**config.mk**
```make
export PLATFORM = sky130hd
export DESIGN_NAME = sha1_msg_sequencer
export DESIGN_NICKNAME = d
export VERILOG_FILES = /design/src/rtl/sha1_pkg.sv /design/src/rtl/sha1_msg_sequencer.sv
export SDC_FILE = /design/constraint.sdc
export NUM_CORES = 1
export LEC_CHECK = 0
export CAP_MARGIN = 0
export CORE_AREA = 2 2 604 606
export CTS_BUF_LIST = sky130_fd_sc_hd__clkbuf_2
export CTS_CLUSTER_SIZE = 10
export DETAILED_ROUTE_END_ITERATION = 10
export DIE_AREA = 0 0 606 608
export SLEW_MARGIN = 20
export SYNTH_ARGS = -nofsm -noshare
export SYNTH_HDL_FRONTEND = slang
export SYNTH_SLANG_ARGS = --single-unit
export TNS_END_PERCENT = 100
```
**constraint.sdc**
```tcl
create_clock -name clk -period 2.9 [get_ports clk]
set_clock_uncertainty 0.2 [all_clocks]
set_input_delay 0.435 -clock clk [delete_from_list [all_inputs] [get_ports clk]]
set_output_delay 0.435 -clock clk [all_outputs]
set_load 0.03 [all_outputs]
```
**src/rtl/sha1_pkg.sv**
```systemverilog
// Shared constants and types for the SHA-1 message sequencer.
package sha1_pkg;

  localparam int BLK_W = 512;
  localparam int CV_W  = 160;

  localparam logic [CV_W-1:0] SHA1_IV = 160'h67452301EFCDAB8998BADCFE10325476C3D2E1F0;

  typedef enum logic [2:0] {
    ST_IDLE,
    ST_ISSUE,
    ST_WAIT_BUSY,
    ST_WAIT_DONE,
    ST_OUT
  } seq_state_t;

endpackage

```
**src/rtl/sha1_msg_sequencer.sv**
```systemverilog
// SHA-1 message sequencer: takes padded 512-bit blocks, issues one core start
// per block, chains the chaining value across blocks of a message and holds
// the final digest until the consumer takes it.
// Optional cycle counter (cyc_count) enabled by defining SHA1_SEQ_PERF_CNT_EN.
module sha1_msg_sequencer
  import sha1_pkg::*;
#(
  parameter int CNT_W      = 16,
  parameter int START_HOLD = 1
) (
  input  logic              clk,
  input  logic              rstn,
  input  logic              blk_valid,
  output logic              blk_ready,
  input  logic [BLK_W-1:0]  blk_data,
  input  logic              blk_last,
  output logic              core_start,
  output logic              core_use_prev_cv,
  output logic [BLK_W-1:0]  core_data,
  output logic [CV_W-1:0]   core_cv,
  input  logic              core_busy,
  input  logic              core_out_valid,
  input  logic [CV_W-1:0]   core_cv_next,
  output logic              digest_valid,
  input  logic              digest_ready,
  output logic [CV_W-1:0]   digest,
  output logic [CNT_W-1:0]  blk_count
`ifdef SHA1_SEQ_PERF_CNT_EN
  ,
  output logic [31:0]       cyc_count
`endif
);

  localparam logic [1:0] HOLD_LAST = 2'(START_HOLD - 1);

  seq_state_t  state;
  logic        first_flag;
  logic        last_flag;
  logic [1:0]  hold_cnt;
  logic        core_busy_p1;
  logic        blk_acc;
  logic        blk_done;

  function automatic logic [CNT_W-1:0] sat_inc_cnt(input logic [CNT_W-1:0] v);
    return (&v) ? v : v + 1'b1;
  endfunction

  assign core_cv = SHA1_IV;

  assign blk_acc = (state == ST_IDLE) && blk_valid && blk_ready;

  // A block completes on out_valid, or on busy falling if out_valid never came.
  assign blk_done = ((state == ST_WAIT_BUSY) && core_out_valid) ||
                    ((state == ST_WAIT_DONE) && (core_out_valid || (core_busy_p1 && !core_busy)));

  // Delayed copy of core_busy for falling-edge detection.
  always_ff @(posedge clk or negedge rstn) begin
    if (!rstn) core_busy_p1 <= 1'b0;
    else       core_busy_p1 <= core_busy;
  end

  // Main sequencing FSM with registered outputs.
  always_ff @(posedge clk or negedge rstn) begin
    if (!rstn) begin
      state            <= ST_IDLE;
      blk_ready        <= 1'b0;
      core_start       <= 1'b0;
      core_use_prev_cv <= 1'b0;
      core_data        <= '0;
      digest_valid     <= 1'b0;
      digest           <= '0;
      blk_count        <= '0;
      first_flag       <= 1'b1;
      last_flag        <= 1'b0;
      hold_cnt         <= '0;
    end else begin
      case (state)
        ST_IDLE: begin
          if (blk_acc) begin
            core_data        <= blk_data;
            last_flag        <= blk_last;
            core_use_prev_cv <= !first_flag;
            if (first_flag) blk_count <= '0;
            blk_ready        <= 1'b0;
            core_start       <= 1'b1;
            hold_cnt         <= '0;
            state            <= ST_ISSUE;
          end else begin
            blk_ready <= 1'b1;
          end
        end
        ST_ISSUE: begin
          if (hold_cnt == HOLD_LAST) begin
            core_start <= 1'b0;
            state      <= ST_WAIT_BUSY;
          end else begin
            hold_cnt <= hold_cnt + 2'd1;
          end
        end
        ST_WAIT_BUSY, ST_WAIT_DONE: begin
          if (blk_done) begin
            blk_count <= sat_inc_cnt(blk_count);
            if (last_flag) begin
              digest       <= core_cv_next;
              digest_valid <= 1'b1;
              state        <= ST_OUT;
            end else begin
              first_flag <= 1'b0;
              blk_ready  <= 1'b1;
              state      <= ST_IDLE;
            end
          end else if ((state == ST_WAIT_BUSY) && core_busy) begin
            state <= ST_WAIT_DONE;
          end
        end
        ST_OUT: begin
          if (digest_ready) begin
            digest_valid <= 1'b0;
            first_flag   <= 1'b1;
            blk_ready    <= 1'b1;
            state        <= ST_IDLE;
          end
        end
        default: state <= ST_IDLE;
      endcase
    end
  end

`ifdef SHA1_SEQ_PERF_CNT_EN
  logic cyc_run;

  function automatic logic [31:0] sat_inc_32(input logic [31:0] v);
    return (&v) ? v : v + 32'd1;
  endfunction

  // Cycles from first-block accept up to the edge that raises digest_valid.
  always_ff @(posedge clk or negedge rstn) begin
    if (!rstn) begin
      cyc_count <= '0;
      cyc_run   <= 1'b0;
    end else if (blk_acc && first_flag) begin
      cyc_count <= '0;
      cyc_run   <= 1'b1;
    end else if (cyc_run) begin
      cyc_count <= sat_inc_32(cyc_count);
      if (blk_done && last_flag) cyc_run <= 1'b0;
    end
  end
`endif

endmodule

```
==> impl_metrics.tcl, run 1 <==
set metrics [dict create \
    synth-seq-area-share 0.630 \
    synthMuxAreaShare 0.0652 \
    toolErrorMsg "[ERROR RSZ-0060] Max buffer count reached." \
    root_buffer "clkbuf_2" \
    syn_area_per_cell_sq_um 9.82 \
    io_pins 1531 \
    gp_congestion 0.927 \
    synthAdderAreaFrac 0.000900 \
    yosys.area_share.simple 0.219 \
    ys_top_cells_by_area "dfrtp_1, nand2_1, mux2_2, buf_4, buf_2" \
    cts.sinks 700 \
    synth_edf_count 0 \
    syn_inst 2830 \
    cts_buffer_depth 4 \
    htreeDepth 4 \
    synth-compound-area-share 0.0149 \
    core.rowCount 221 \
    start_util 0.0769 \
    post_synth_instance_area_sq_mm 0.0278 \
    yosys_warnings 0 \
    synth-seq-cells 700 \
    synthFlopType "dfrtp_1" \
    status "aborted with a tool error" \
    post-dp-hpwl_um 229000 \
    post_cts.repair.setup_buffers 115 \
    stop_stage "4_1_cts" \
    cts_inserted_buffers 216 \
    yosysTopAreaCell "dfrtp_1" \
    cts_resized 4278 \
    hold_buffers 1889 \
    synth_xor_area_frac 0 \
    synth-async-reset-ratio 1.00 \
    ys_top_cells_by_count "nand2_1, dfrtp_1, buf_4, mux2_2, buf_2" \
    synth.most_common_cell "nand2_1" \
    synth_top_area_share 0.629 \
    numPortBuffers 1370 \
    ys_types 48 \
    fp.dieH_um 608 \
    die_x_um 606 \
    synth_top_family_by_area "simple AND/OR/NAND/NOR gates" \
]
per-stage QoR:
step                      hold WS (ps)  cell area [sq um]  cells  setup WS, ps
after global placement             228              47200   8957           216
after floorplan                  -60.6              28400   2988           652
after detailed placement           225              47200   8957           204
logic make-up after synthesis:
group	after synthesis
compound gates	62
other cells	2
simple gates	1602
buf+inv	301
mux	161
fa+ha+maj	2
flops	700
==> run 2: changes to the inputs <==
--- a/config.mk
+++ b/config.mk
@@ -6,11 +6,10 @@
 export NUM_CORES = 1
 export LEC_CHECK = 0
 export CAP_MARGIN = 0
-export CORE_AREA = 2 2 604 606
-export CTS_BUF_LIST = sky130_fd_sc_hd__clkbuf_2
-export CTS_CLUSTER_SIZE = 10
+export CORE_AREA = 2 2 602 604
 export DETAILED_ROUTE_END_ITERATION = 10
-export DIE_AREA = 0 0 606 608
+export DIE_AREA = 0 0 604 606
+export PLACE_DENSITY_LB_ADDON = 0.15
 export SLEW_MARGIN = 20
 export SYNTH_ARGS = -nofsm -noshare
 export SYNTH_HDL_FRONTEND = slang
==> impl_metrics.tcl, run 2 <==
set metrics [dict create \
    synth.most_common_cell "nand2_1" \
    cp_max_fo 2 \
    crit_type "reg2out" \
    synthFlopType "dfrtp_1" \
    core.rowCount 221 \
    grt_max_degree 92 \
    setup_ws_ps 38.5 \
    worstPathCellList "clkdlybuf4s50_1" \
    wl_um 224000 \
    io_pins 1531 \
    period_minus_slack_ps 2860 \
    syn_inst 2830 \
    cpMaxStageDelayCell "clkdlybuf4s50_1" \
    drtIter0Drc 1282 \
    setup_viol 0 \
    die_x_um 604 \
    p_leak_uw 0.0249 \
    nNetsFinal 5529 \
    post-route-period-util 0.987 \
    grt_overflow 0 \
    ys_top_cells_by_count "nand2_1, dfrtp_1, buf_4, mux2_2, buf_2" \
    largest_register_ffs 512 \
    status "finished clean" \
    ant_nets 0 \
    mostFrequentLayoutCell "nand2_1" \
    cts_inserted_buffers 107 \
    layout_common_cells "nand2_1, clkdlybuf4s50_1, dfrtp_1, dlygate4sd3_1, mux2_2" \
    maxUsedRoutingLayer "met5" \
    crit_path_max_incr_delay_ps 1070 \
    layout-drive-gt1-share 0.0965 \
    post_synth_instance_area_sq_mm 0.0278 \
    ys_types 48 \
    gp_congestion 0.794 \
    utilization 0.157 \
    clk_latency_ps 840 \
    min_path_type "in2reg" \
    hold_viol 0 \
    start_util 0.0772 \
    dp_cells 8949 \
    synth-seq-cells 700 \
    slew_headroom 0.400 \
    cts.sinks 700 \
    met2_length_um 104000 \
    fin_area_sq_mm 0.0567 \
    grt_use_total 0.118 \
    seqPwrFrac 0.278 \
    placeableCoreArea_sq_mm 0.360 \
    via_per_inst 2.81 \
    ys_top_cells_by_area "dfrtp_1, nand2_1, mux2_2, buf_4, buf_2" \
    numPortBuffers 1370 \
    via_count 27500 \
    synth-seq-area-share 0.630 \
    p_sw_uw 29600 \
    antenna_found_initial 134 \
    grt_pass1_vias 29200 \
    cp.required_ps 2270 \
    intPower_uw 34000 \
    drc 0 \
    tns_ps 0 \
    peakVddDrop_mv 0.493 \
    max_freq_mhz 349 \
    dpl_cell_area_sq_mm 0.0472 \
    synth_top_area_share 0.629 \
    root_buffer "clkbuf_16" \
    syn_area_per_cell_sq_um 9.82 \
    power_density_mw_per_mm2 1120 \
    post_drt_wl_per_cell_um 22.9 \
    synth_edf_count 0 \
    cp-start-kind "register" \
    rsz0062_at_grt "false" \
    synth-async-reset-ratio 1.00 \
    pre_cts_ws_ps 151 \
    yosys_warnings 0 \
    clkSlewWorstSetupHoldPaths_ps 50 \
    pwr-share-clk 0.212 \
    drv_slew 0 \
    worstPathArrival_ps 2230 \
    cts_tree "yes" \
    wl_met3_um 19900 \
    top_register "core_data" \
    syn_to_final_growth_pct 104 \
    cts_buffer_depth 4 \
    cp-end-kind "output port" \
    grt_pass1_wl_um 288000 \
    post_cts.repair.setup_buffers 0 \
    fp.dieH_um 606 \
    worstMarginPinSlew_ps 897 \
    top_regs "core_data x512, digest x160, blk_count x16" \
    fillerInstances 40600 \
    multi_input_area_sq_mm 0.00896 \
    critPathBufInv 1 \
    htreeDepth 3 \
    firstDrtPassIters 5 \
    yosysTopAreaCell "dfrtp_1" \
    post-dp-hpwl_um 186000 \
    seq_area_sq_mm 0.0175 \
    power_switching_share 0.465 \
    power_frac_comb 0.510 \
    stdcell_count 9757 \
    die_area_sq_mm 0.366 \
    wl_met1_um 92200 \
    drv_cap 0 \
    critPathTopFamily "buffers and inverters" \
]
==> run 2: repair_timing <==
item,CTS,global route
setup endpoints to repair,40,9
resized for setup,40,9
endpoints found under the hold margin,950,0
hold buffers,584,0
==> run 2: final timing paths <==
kind / from / endpoint / slack [ps] / cells past startpoint
max reg2reg: state[2]$_DFFE_PN0P_ / core_data[310]$_DFFE_PN0P_ / 390 / 6
max in group asynchronous: rstn / core_data[488]$_DFFE_PN0P_ / 320 / 4
min in group asynchronous: rstn / core_data[490]$_DFFE_PN0P_ / 590 / 3
max: digest[64]$_DFFE_PN0P_ / digest[64] / 40 / 1
min reg2reg: core_data[63]$_DFFE_PN0P_ / core_data[63]$_DFFE_PN0P_ / 270 / 2
min: blk_data[7] / core_data[7]$_DFFE_PN0P_ / 60 / 3
==> run 2: power groups by stage <==
stage          clock network, uW  registers [uW]  logic (uW)
2_1_floorplan                  0           25500        6530
3_3_place_gp                   0           17800       32700
3_5_place_dp                   0           17800       32600
4_1_cts                    14200           17800       33300
5_1_grt                    14500           18300       34600
6_report                   13500           17700       32400
==> run 2: per-stage QoR <==
step / power (uW) / hold WS (ps)
after global placement: 50500 / 258
after CTS: 65300 / 0.999
final: 63600 / 61.3
after global routing: 67400 / 39.6
after detailed placement: 50400 / 261
after floorplan: 32100 / -60.6
==> run 2: layout make-up <==
class                           instances  share of cell area
Antenna cell                           30             0.00132
Clock buffer                          161              0.0563
Clock inverter                         33             0.00653
Inverter                                5            0.000331
Multi-Input combinational cell       1987               0.158
Sequential cell                       700               0.309
Tap cell                             4794               0.106
Timing Repair Buffer                 2047               0.362
==> run 2: kinds of logic (layout without fill, tap and decap cells) <==
logic type / count (synthesis) / count (layout) / synth area share
AND/OR/NAND/NOR: 1602 / 1602 / 0.219
multiplexers: 161 / 161 / 0.0652
other: 2 / 190 / 0.000270
AO/OA/AOI/OAI: 62 / 62 / 0.0149
flip-flops: 700 / 700 / 0.630
adder cells (fa/ha/maj): 2 / 2 / 0.000900
buffers and inverters: 301 / 2246 / 0.0695
==> run 2: routing by layer <==
metal | vias up | GRT usage
met2 | 1039 | 0.192
met3 | 360 | 0.0462
li1 | 12600 | -
met5 | - | 0.00405
met1 | 13400 | 0.141
met4 | 28 | 0.0357
Power figures use the tool's default switching activity.
